### config.mk
export PLATFORM = sky130hd
export DESIGN_NAME = req_pending_capture
export DESIGN_NICKNAME = d
export VERILOG_FILES = /design/src/rtl/req_pending_capture.sv
export SDC_FILE = /design/constraint.sdc
export NUM_CORES = 1
export LEC_CHECK = 0
export ABC_AREA = 0
export BUFFER_PORTS_ARGS = -buffer_cell sky130_fd_sc_hd__buf_2
export CORE_MARGIN = 1.5
export CORE_UTILIZATION = 56
export CTS_BUF_LIST = sky130_fd_sc_hd__clkbuf_4
export CTS_CLUSTER_DIAMETER = 50
export CTS_CLUSTER_SIZE = 25
export DETAILED_ROUTE_END_ITERATION = 7
export GPL_ROUTABILITY_DRIVEN = 0
export GPL_TIMING_DRIVEN = 0
export MAX_ROUTING_LAYER = met4
export PLACE_DENSITY = 0.81
export SLEW_MARGIN = 20
export SYNTH_ARGS = -nofsm -noshare
export SYNTH_HDL_FRONTEND = slang
export SYNTH_SLANG_ARGS = --single-unit
### constraint.sdc
create_clock -name clk -period 1.5 [get_ports clk]
set_input_delay 0.3 -clock clk [delete_from_list [all_inputs] [get_ports clk]]
set_output_delay 0.3 -clock clk [all_outputs]
set_load 0.03 [all_outputs]
### src/rtl/req_pending_capture.sv
// Request capture ahead of the 4-to-2 priority encoder: sync, edge, sticky pend.
// Optional glitch filter on the synchronized lines: define REQ_DEBOUNCE_EN.
module req_pending_capture #(
    parameter int SYNC_STAGES = 2,
    parameter int DB_CYCLES   = 4
) (
    input  logic       clk,
    input  logic       rst_n,
    input  logic [3:0] req_in,
    input  logic       ack,
    input  logic [1:0] ack_idx,
    output logic [3:0] pend,
    output logic       any_pend,
    output logic [3:0] overrun,
    output logic       ack_err
);

    if (SYNC_STAGES < 2 || DB_CYCLES < 1) begin : g_bad_param
        $error("req_pending_capture: SYNC_STAGES>=2, DB_CYCLES>=1");
    end

    logic [3:0] sync_q [SYNC_STAGES];
    logic [3:0] s;
    logic [3:0] lvl;
    logic [3:0] lvl_d;
    logic [3:0] rise;
    logic [3:0] clr;
    logic [3:0] pend_nxt;
    logic [3:0] ovr_set;

    always_ff @(posedge clk or negedge rst_n) begin
        if (!rst_n) begin
            for (int i = 0; i < SYNC_STAGES; i++) begin
                sync_q[i] <= '0;
            end
        end else begin
            sync_q[0] <= req_in;
            for (int i = 1; i < SYNC_STAGES; i++) begin
                sync_q[i] <= sync_q[i-1];
            end
        end
    end

    assign s = sync_q[SYNC_STAGES-1];

`ifdef REQ_DEBOUNCE_EN
    localparam int CW = $clog2(DB_CYCLES + 1);
    localparam logic [CW-1:0] CNT_MAX = CW'(DB_CYCLES - 1);

    logic [CW-1:0] db_cnt [4];
    logic [3:0]    flt;

    // Any return to the filtered value restarts the count.
    always_ff @(posedge clk or negedge rst_n) begin
        if (!rst_n) begin
            flt <= '0;
            for (int n = 0; n < 4; n++) begin
                db_cnt[n] <= '0;
            end
        end else begin
            for (int n = 0; n < 4; n++) begin
                if (s[n] == flt[n]) begin
                    db_cnt[n] <= '0;
                end else if (db_cnt[n] == CNT_MAX) begin
                    flt[n]    <= s[n];
                    db_cnt[n] <= '0;
                end else begin
                    db_cnt[n] <= db_cnt[n] + CW'(1);
                end
            end
        end
    end

    assign lvl = flt;
`else
    assign lvl = s;
`endif

    assign rise = lvl & ~lvl_d;

    always_comb begin
        clr = '0;
        unique case (ack_idx)
            2'd0: clr[0] = ack;
            2'd1: clr[1] = ack;
            2'd2: clr[2] = ack;
            2'd3: clr[3] = ack;
            default: clr = '0;
        endcase
    end

    // A fresh edge beats a coincident clear.
    always_comb begin
        pend_nxt = pend;
        for (int n = 0; n < 4; n++) begin
            unique case (1'b1)
                rise[n]:            pend_nxt[n] = 1'b1;
                !rise[n] && clr[n]: pend_nxt[n] = 1'b0;
                default:            pend_nxt[n] = pend[n];
            endcase
        end
    end

    assign ovr_set = rise & pend & ~clr;

    always_ff @(posedge clk or negedge rst_n) begin
        if (!rst_n) begin
            lvl_d    <= '0;
            pend     <= '0;
            any_pend <= 1'b0;
            overrun  <= '0;
            ack_err  <= 1'b0;
        end else begin
            lvl_d    <= lvl;
            pend     <= pend_nxt;
            any_pend <= |pend_nxt;
            overrun  <= overrun | ovr_set;
            ack_err  <= ack & ~pend[ack_idx];
        end
    end

endmodule

==> flow_summary.toml, run 1 <==
[run_status]
status = "complete, no violations"

[critical_path]
crit_arrival_ns = 0.93
worst_path_largest_cell_delay_ns = 0.42
critical_path_peak_fanout = 4
setup.worst_path.start_class = "flop"
critical-path-top-delay-family = "flip-flops"
crit_type = "reg2out"
path_cells = "buf_2"
worst-endpoint-required_ns = 1.20
worst-path-buf-inv = 1
critical-path-slowest-cell = "dfrtp_1"
nature_of_the_critical_path_endpoint = "output pin"

[placed_design]
place_ws_ns = 0.2141
placed_cell_area_um2 = 848.3
place.detailed.hpwl_um = 786.6
portBuffers = 18

[timing]
timing.final.crit_period_ns = 1.234
totalNegativeSetupSlack_ns = 0
final_min_period_over_clock_period_pct = 82.26
maxSlewViolCount = 0
timing.final.ws_setup_ns = 0.2662
report.final.setup_viol = 0
worst_slew_margin_rel_pct = 69.89
setup_repair_after_global_routing_missed_its_margin = "false"
hold_viol_final = 0
worstMarginPinSlew_ns = 0.4517
max_freq_ghz = 0.8105
fin_worst_skew_ns = 0.008123

[clock_network]
post_cts_resize_count = 0
cts_buffer_depth = 2
holdBufCountCts = 1
cts-buffers-inserted = 3
post-cts-setup-buffer-count = 0
cts.clk_slew.worst_paths_ns = 0.11
clk_latency_ns = 0.30
cts_h_tree_lvls = 1
cts.root.buffer_cell = "clkbuf_4"
cts_tree = "yes"
numClockSinks = 22

[layout]
num-fill-cells = 78
insertedDiodeCount = 0
area_growth_pct = 19.43
num-nets-final = 82
seqCellArea_um2 = 550.5
multi_input_area_um2 = 175.2
layout-drive-gt1-share_pct = 36.11
final_instance_area_um2 = 884.6

[synthesis]
postSynth.asyncResetShare_pct = 100.0
synth_edf_count = 0
synth.cell_area_um2 = 740.7
synthDistinctLibCells = 14
synthesis.area_per_instance_um2 = 15.12
post_synth_most_frequent_cells = "22 x dfrtp_1, 4 x inv_1, 4 x nand2_1, 4 x o21bai_1"
yosys_warnings = 0
synth_fp_nets = 58
synth_cells = 49
yosys-top-cells-area = "dfrtp_1 74%, o21bai_1 4.1%, or2b_2 3.5%, a21boi_0 3.0%, mux4_2 3.0%"
synth_seq_area_share_pct = 74.32
post-synth-top-count-cell = "dfrtp_1"
post-synth-top-area-cell = "dfrtp_1"
postSynthRegisterBits = 22
ys.flop_type = "dfrtp_1"
synth.top_cell.area_share_pct = 74.32

[drt]
routed_wirelength_um = 1039
initialDrtViolationCount = 1
post_drt_via_cell_ratio = 5.151
drt-wirelength-per-cell_um = 12.08
via_count = 443
drcViolationCount = 0
dr.pass1.iters = 3
antenna_left = 0

[floorplanning]
dieWidth_um = 39.37
floorplan.initialDensity_pct = 63.25
io_pins = 19
placementRows = 12
die-area_mm2 = 0.001550
core_mm2 = 0.001171
floorplan.die.height_um = 39.37

[grt]
grt_antenna_before_repair = 0
grt_remaining_overflow = 0
wire_length_of_the_first_global_routing_pass_um = 1697
via_count_of_the_first_global_routing_pass = 418
maximum_number_of_pins_on_one_net_before_global_route_repair = 23
grt.total_usage_pct = 18.49

[power]
p_sw_share_pct = 24.90
combPwrFrac_pct = 11.2
power_report.internal_total_mw = 0.7623
power.leakage_nw = 0.4023
clock_power_share_pct = 25.7
total_power_mw = 1.015
power.density_cell_area_mw_per_mm2 = 1147
seq_power_share_pct = 63.1
vdd_ir_drop_max_uv = 726.0
total_switching_power_mw = 0.2527

[hold_path]
worstHoldPathType = "in2reg"

[job]
drv.max_cap_violation_count = 0
-- final cells by class --
type | count | area share (%)
Tap cell | 14 | 1.980
Clock buffer | 3 | 2.546
Clock inverter | 1 | 0.4243
Multi-Input combinational cell | 23 | 19.80
Inverter | 4 | 1.697
Sequential cell | 22 | 62.23
Timing Repair Buffer | 19 | 11.32
-- power by group through the flow --
stage                     Combinational (mW)  Sequential [mW]  Clock [mW]
after CTS                              0.116            0.641       0.269
final                                  0.114            0.640       0.261
after detailed placement               0.114            0.653           0
after global routing                   0.126            0.645       0.292
after floorplan                       0.0366            0.679           0
after global placement                 0.111            0.651           0
-- layout by cell type, fill, tap and decap left out --
| cell type | Yosys | layout |
|---|---|---|
| a21boi_0 | 3 | 3 |
| a21boi_2 | 1 | 1 |
| buf_2 | 0 | 18 |
| clkbuf_4 | 0 | 3 |
| clkinv_1 | 0 | 1 |
| dfrtp_1 | 22 | 22 |
| dlygate4sd3_1 | 0 | 1 |
| inv_1 | 4 | 4 |
| mux4_2 | 1 | 1 |
| nand2_1 | 4 | 4 |
| nand2b_1 | 1 | 1 |
| nand3_1 | 1 | 1 |
| nand3b_1 | 2 | 2 |
| nand4_1 | 1 | 1 |
| nor2b_1 | 1 | 1 |
| o21bai_1 | 4 | 4 |
| or2b_2 | 3 | 3 |
| or3b_1 | 1 | 1 |
-- stage by stage --
step           hold WS, ns  util, %  cells
5_1_grt            0.07461    75.53     86
6_report           0.08959    75.53     86
4_1_cts            0.08531    75.53     86
3_3_place_gp        0.2765    72.44     81
3_5_place_dp        0.2756    72.44     81
2_1_floorplan     0.004409        -     49
-- flip-flops by register name, summed over array words and instances, names as in the netlist --
register	flops
lvl	4
pend	4
lvl_d	4
ack_err	1
any_pend	1
overrun	4
sync_q	4
-- path summary, 6_finish.rpt --
path                           start         end  slack, ns  cells after the start
setup / recovery             pend[0]     pend[0]       0.27                      1
hold / removal             req_in[3]   sync_q[7]       0.09                      1
setup reg to reg             pend[3]     ack_err       0.44                      2
hold reg to reg            sync_q[4]      lvl[0]       0.36                      0
max in group asynchronous      rst_n    lvl_d[0]       0.73                      2
min in group asynchronous      rst_n  overrun[0]       0.46                      2
-- cells by family after synthesis --
| logic type | share of synthesized area [%] |
|---|---|
| flip-flops | 74.32 |
| AND/OR/NAND/NOR | 11.99 |
| buffers and inverters | 2.026 |
| AO/OA/AOI/OAI | 8.615 |
| multiplexers | 3.040 |
-- worst register-to-register path: stages (launching register included) --
cell and delay (ns):
dfrtp_1 0.42, mux4_2 0.47, nor2b_1 0.12
-- layer usage --
metal	wire, µm	GRT usage, %
met5	0	-
met4	31	13.79
met3	72	5.114
met2	476	26.67
met1	458	22.22
Power figures use the tool's default switching activity.
==> run 2: changes to the inputs <==
--- a/config.mk
+++ b/config.mk
@@ -8,7 +8,7 @@
 export ABC_AREA = 0
 export BUFFER_PORTS_ARGS = -buffer_cell sky130_fd_sc_hd__buf_2
 export CORE_MARGIN = 1.5
-export CORE_UTILIZATION = 56
+export CORE_UTILIZATION = 52
 export CTS_BUF_LIST = sky130_fd_sc_hd__clkbuf_4
 export CTS_CLUSTER_DIAMETER = 50
 export CTS_CLUSTER_SIZE = 25
@@ -16,7 +16,7 @@
 export GPL_ROUTABILITY_DRIVEN = 0
 export GPL_TIMING_DRIVEN = 0
 export MAX_ROUTING_LAYER = met4
-export PLACE_DENSITY = 0.81
+export PLACE_DENSITY = 0.76
 export SLEW_MARGIN = 20
 export SYNTH_ARGS = -nofsm -noshare
 export SYNTH_HDL_FRONTEND = slang
==> constraint.sdc (replaced) <==
create_clock -name clk -period 1.19 [get_ports clk]
set_input_delay 0.238 -clock clk [delete_from_list [all_inputs] [get_ports clk]]
set_output_delay 0.238 -clock clk [all_outputs]
set_load 0.03 [all_outputs]
==> run 2 against run 1 <==
Against the previous run: via count decreased by 4.1%; register-to-register slack lost 0.35 ns; cell area rose by 2.3%; clock skew fell by 0.0041 ns; first-iteration DRC count grew to 6.0 times the previous value; worst setup slack lost 0.22 ns; flip-flop and latch count stayed put; sequential share of layout area fell by 1.2 points; die area rose by 7.1%; core utilization is 6.9 points lower; global-route usage decreased by 2.7 points; worst hold slack got worse by 0.053 ns; critical path type unchanged.
==> flow_summary.toml, run 2 (synthesized netlist as in run 1, its figures left out) <==
[layout]
area_growth_pct = 22.13
num-nets-final = 83
num-fill-cells = 93
post_layout_nonfiller_instances = 87
layout-drive-gt1-share_pct = 38.89
insertedDiodeCount = 0
leading_cell_types_in_the_layout_fill_and_taps_excluded = "21 x dfrtp_1, 14 x buf_2, 5 x clkbuf_4"
most_common_cell_after_layout_fill_and_taps_aside = "dfrtp_1"

[critical_path]
worst_path_largest_cell_delay_ns = 0.42
crit_arrival_ns = 0.91
path_cells = "clkbuf_4"
setup.worst_path.start_class = "flop"
nature_of_the_critical_path_endpoint = "output pin"
worst-path-buf-inv = 1
critical-path-top-delay-family = "flip-flops"
worst-endpoint-required_ns = 0.95
critical_path_peak_fanout = 4
crit_type = "reg2out"
critical-path-slowest-cell = "dfrtp_1"

[job]
drv.max_cap_violation_count = 0

[drt]
post_drt_via_cell_ratio = 4.885
via_count = 425
drcViolationCount = 0
antenna_left = 0
routed_wirelength_um = 1102
dr.pass1.iters = 4
initialDrtViolationCount = 6
drt-wirelength-per-cell_um = 12.67

[hold_path]
worstHoldPathType = "in2reg"

[power]
p_sw_share_pct = 24.39
combPwrFrac_pct = 12.4
seq_power_share_pct = 63.1
vdd_ir_drop_max_uv = 760.2
clock_power_share_pct = 24.5
power.leakage_nw = 0.4114
power_report.internal_total_mw = 0.9715
power.density_cell_area_mw_per_mm2 = 1421
total_switching_power_mw = 0.3135
total_power_mw = 1.285

[timing]
fin_worst_skew_ns = 0.004026
worstMarginPinSlew_ns = 0.4613
setup_repair_after_global_routing_missed_its_margin = "false"
timing.final.crit_period_ns = 1.146
final_min_period_over_clock_period_pct = 96.32
max_freq_ghz = 0.8725
worst_slew_margin_rel_pct = 69.25
timing.final.ws_setup_ns = 0.04381
hold_viol_final = 0
maxSlewViolCount = 0
report.final.setup_viol = 0
whs_ns = 0.03689
totalNegativeSetupSlack_ns = 0

[clock_network]
numClockSinks = 22
cts.clk_slew.worst_paths_ns = 0.11
cts.root.buffer_cell = "clkbuf_4"
clk_latency_ns = 0.30
cts_tree = "yes"
cts_h_tree_lvls = 1
cts_buffer_depth = 2
cts-buffers-inserted = 3

[floorplanning]
core_mm2 = 0.001318
placementRows = 13
die-area_mm2 = 0.001660
floorplan.die.height_um = 40.74
io_pins = 19
dieWidth_um = 40.74
floorplan.initialDensity_pct = 56.22

[placed_design]
place_ws_ns = -0.01631
portBuffers = 18
number_of_cells_in_the_design_after_placement = 82
place.detailed.hpwl_um = 772.8

[grt]
grt_remaining_overflow = 0
wire_length_of_the_first_global_routing_pass_um = 1518
grt_antenna_before_repair = 0
via_count_of_the_first_global_routing_pass = 360
grt.total_usage_pct = 15.81
maximum_number_of_pins_on_one_net_before_global_route_repair = 23

[run_status]
status = "complete, no violations"
run 2: final timing paths:
check	endpoint	cells after the start	slack [ns]	startpoint
setup reg to reg	ack_err	2	0.09	pend[0]
max in group asynchronous	pend[0]	2	0.43	rst_n
hold reg to reg	lvl[3]	0	0.36	sync_q[7]
setup / recovery	pend[3]	1	0.04	pend[3]
min in group asynchronous	any_pend	2	0.42	rst_n
hold / removal	sync_q[7]	1	0.04	req_in[3]
run 2: area by class of cell:
class | instances | area (µm²) | share of cell area, %
Timing Repair Buffer | 20 | 121.4 | 13.42
Tap cell | 15 | 18.77 | 2.075
Clock buffer | 3 | 22.52 | 2.490
Multi-Input combinational cell | 23 | 175.2 | 19.36
Inverter | 4 | 15.01 | 1.660
Sequential cell | 22 | 551.8 | 61.00
run 2: through the flow:
step / area (µm²) / util [%]
finish: 904.6 / 68.66
global route: 904.6 / 68.66
CTS: 884.6 / 67.14
detailed placement: 849.6 / 64.48
global placement: 849.6 / 64.48
floorplan: 740.7 / -
run 2: repair_timing:
action                                 in CTS  in global routing
setup endpoints to repair                   1                  4
gates resized for setup                     1                  6
setup buffers                               0                  1
endpoints found under the hold margin      22                  0
hold buffers                                1                  0
run 2: power groups by stage:
stage	sequential, mW	clock, mW	combinational (mW)
finish	0.810	0.315	0.160
global route	0.817	0.351	0.177
CTS	0.809	0.329	0.147
detailed placement	0.824	0	0.142
global placement	0.821	0	0.139
floorplan	0.856	0	0.0461
run 2: metal layers:
metal / vias to the layer above / share of wire (%) / GRT usage, %
li1: 211 / - / -
met1: 196 / 47 / 17.56
met2: 16 / 46 / 23.41
met3: 2 / 5.6 / 4.891
met4: 0 / 1.4 / 12.50
met5: - / 0 / -
==> run 3: changes to the inputs <==
--- a/config.mk
+++ b/config.mk
@@ -6,7 +6,7 @@
 export NUM_CORES = 1
 export LEC_CHECK = 0
 export ABC_AREA = 0
-export BUFFER_PORTS_ARGS = -buffer_cell sky130_fd_sc_hd__buf_2
+export BUFFER_PORTS_ARGS = -buffer_cell sky130_fd_sc_hd__buf_4
 export CORE_MARGIN = 1.5
 export CORE_UTILIZATION = 52
 export CTS_BUF_LIST = sky130_fd_sc_hd__clkbuf_4
@@ -16,7 +16,7 @@
 export GPL_ROUTABILITY_DRIVEN = 0
 export GPL_TIMING_DRIVEN = 0
 export MAX_ROUTING_LAYER = met4
-export PLACE_DENSITY = 0.76
+export PLACE_DENSITY_LB_ADDON = 0.05
 export SLEW_MARGIN = 20
 export SYNTH_ARGS = -nofsm -noshare
 export SYNTH_HDL_FRONTEND = slang
==> run 3 against run 2 <==
Against the previous run: non-clock buffer count decreased by 1; critical path type unchanged; critical path depth is the same; clock power increased by 2%; largest power group unchanged.
==> flow_summary.toml, run 3 (synthesized netlist as in run 1, its figures left out) <==
[power]
power.leakage_nw = 0.4257
total_power_mw = 1.292
power.density_cell_area_mw_per_mm2 = 1382
vdd_ir_drop_max_uv = 878.3

[clock_network]
cts_tree = "yes"
cts.clk_slew.worst_paths_ns = 0.11
cts_h_tree_lvls = 1
cts-buffers-inserted = 3
cts_buffer_depth = 2
numClockSinks = 22
clk_latency_ns = 0.29
cts.root.buffer_cell = "clkbuf_4"

[critical_path]
worst_path_largest_cell_delay_ns = 0.42
crit_type = "reg2out"
nature_of_the_critical_path_endpoint = "output pin"
worst-endpoint-required_ns = 0.95
critical-path-slowest-cell = "dfrtp_1"
crit_arrival_ns = 0.89
critical-path-top-delay-family = "flip-flops"
critical_path_peak_fanout = 4
worst-path-buf-inv = 1
path_cells = "buf_4"
setup.worst_path.start_class = "flop"

[drt]
initialDrtViolationCount = 3
drcViolationCount = 0
routed_wirelength_um = 987
post_drt_via_cell_ratio = 4.816
antenna_left = 0
drt-wirelength-per-cell_um = 11.34
dr.pass1.iters = 2
via_count = 419

[timing]
whs_ns = 0.04192
report.final.setup_viol = 0
fin_worst_skew_ns = 0.006372
maxSlewViolCount = 0
final_min_period_over_clock_period_pct = 95.03
timing.final.crit_period_ns = 1.131
setup_repair_after_global_routing_missed_its_margin = "false"
totalNegativeSetupSlack_ns = 0
worstMarginPinSlew_ns = 0.2794
worst_slew_margin_rel_pct = 81.21
hold_viol_final = 0
max_freq_ghz = 0.8843

[layout]
insertedDiodeCount = 0
area_growth_pct = 26.18
most_common_cell_after_layout_fill_and_taps_aside = "dfrtp_1"
end_of_flow_core_utilization_pct = 70.94
leading_cell_types_in_the_layout_fill_and_taps_excluded = "22 x dfrtp_1, 17 x buf_4, 4 x nand2_1, 4 x o21bai_1, 4 x inv_1"
layout-drive-gt1-share_pct = 36.11
post_layout_nonfiller_instances = 87
num-nets-final = 82

[grt]
grt_remaining_overflow = 0
grt_antenna_before_repair = 0
via_count_of_the_first_global_routing_pass = 340
maximum_number_of_pins_on_one_net_before_global_route_repair = 23
grt.total_usage_pct = 14.58
wire_length_of_the_first_global_routing_pass_um = 1435

[floorplanning]
floorplan.die.height_um = 40.74
io_pins = 19
floorplan.initialDensity_pct = 56.22
core_mm2 = 0.001318
die-area_mm2 = 0.001660
dieWidth_um = 40.74
placementRows = 13

[hold_path]
worstHoldPathType = "in2reg"

[placed_design]
portBuffers = 18
number_of_cells_in_the_design_after_placement = 82

[job]
drv.max_cap_violation_count = 0

[run_status]
status = "complete, no violations"
run 3: cell count changes in the layout (fill, tap and decap cells not counted):
cell      before  now
buf_2         14    0
buf_4          2   17
clkbuf_4       5    3
clkinv_1       0    1
dfrtp_1       21   22
dfrtp_2        1    0
run 3: worst paths after layout:
check | start | endpoint | slack (ns) | depth (start not counted)
setup reg to reg | pend[0] | ack_err | 0.12 | 2
min in group asynchronous | rst_n | ack_err | 0.35 | 2
max in group asynchronous | rst_n | pend[1] | 0.63 | 2
hold reg to reg | sync_q[4] | lvl[0] | 0.36 | 0
hold / removal | req_in[3] | sync_q[7] | 0.04 | 1
setup / recovery | pend[2] | pend[2] | 0.06 | 1
run 3: power by group:
part	total, mW	internal [mW]	switching, mW	leakage (nW)
Combinational	0.163	0.0729	0.0901	0.172
Sequential	0.808	0.786	0.0224	0.238
Clock	0.321	0.122	0.199	0.0154
run 3: final cells by class:
type	instances	area (µm²)
well taps	15	18.77
clock buffers	3	22.52
flip-flops and latches	22	550.5
inverters	4	15.01
fillers	99	382.9
clock inverters	1	3.754
repair buffers	19	148.9
multi-input cells	23	175.2
run 3: through the flow:
step | cell area (µm²) | setup WS [ns]
final | 934.6 | 0.05912
after floorplan | 740.7 | 0.04013
after global routing | 934.6 | 0.01314
after CTS | 930.9 | 0.02573
after detailed placement | 894.6 | -0.008728
after global placement | 894.6 | -0.006222
run 3: repair_timing:
action,CTS,global route
buffers inserted,0,0
endpoints found under the setup margin,0,1
hold buffers,1,0
resized for setup,0,1
hold endpoints to repair,22,0
run 3: layer usage:
layer	vias to the layer above	part of all wire, %	track usage [%]
li1	208	-	-
met3	2	7.0	4.891
met1	194	47	18.61
met4	0	1.0	10.00
met2	15	44	19.44
met5	-	0	-
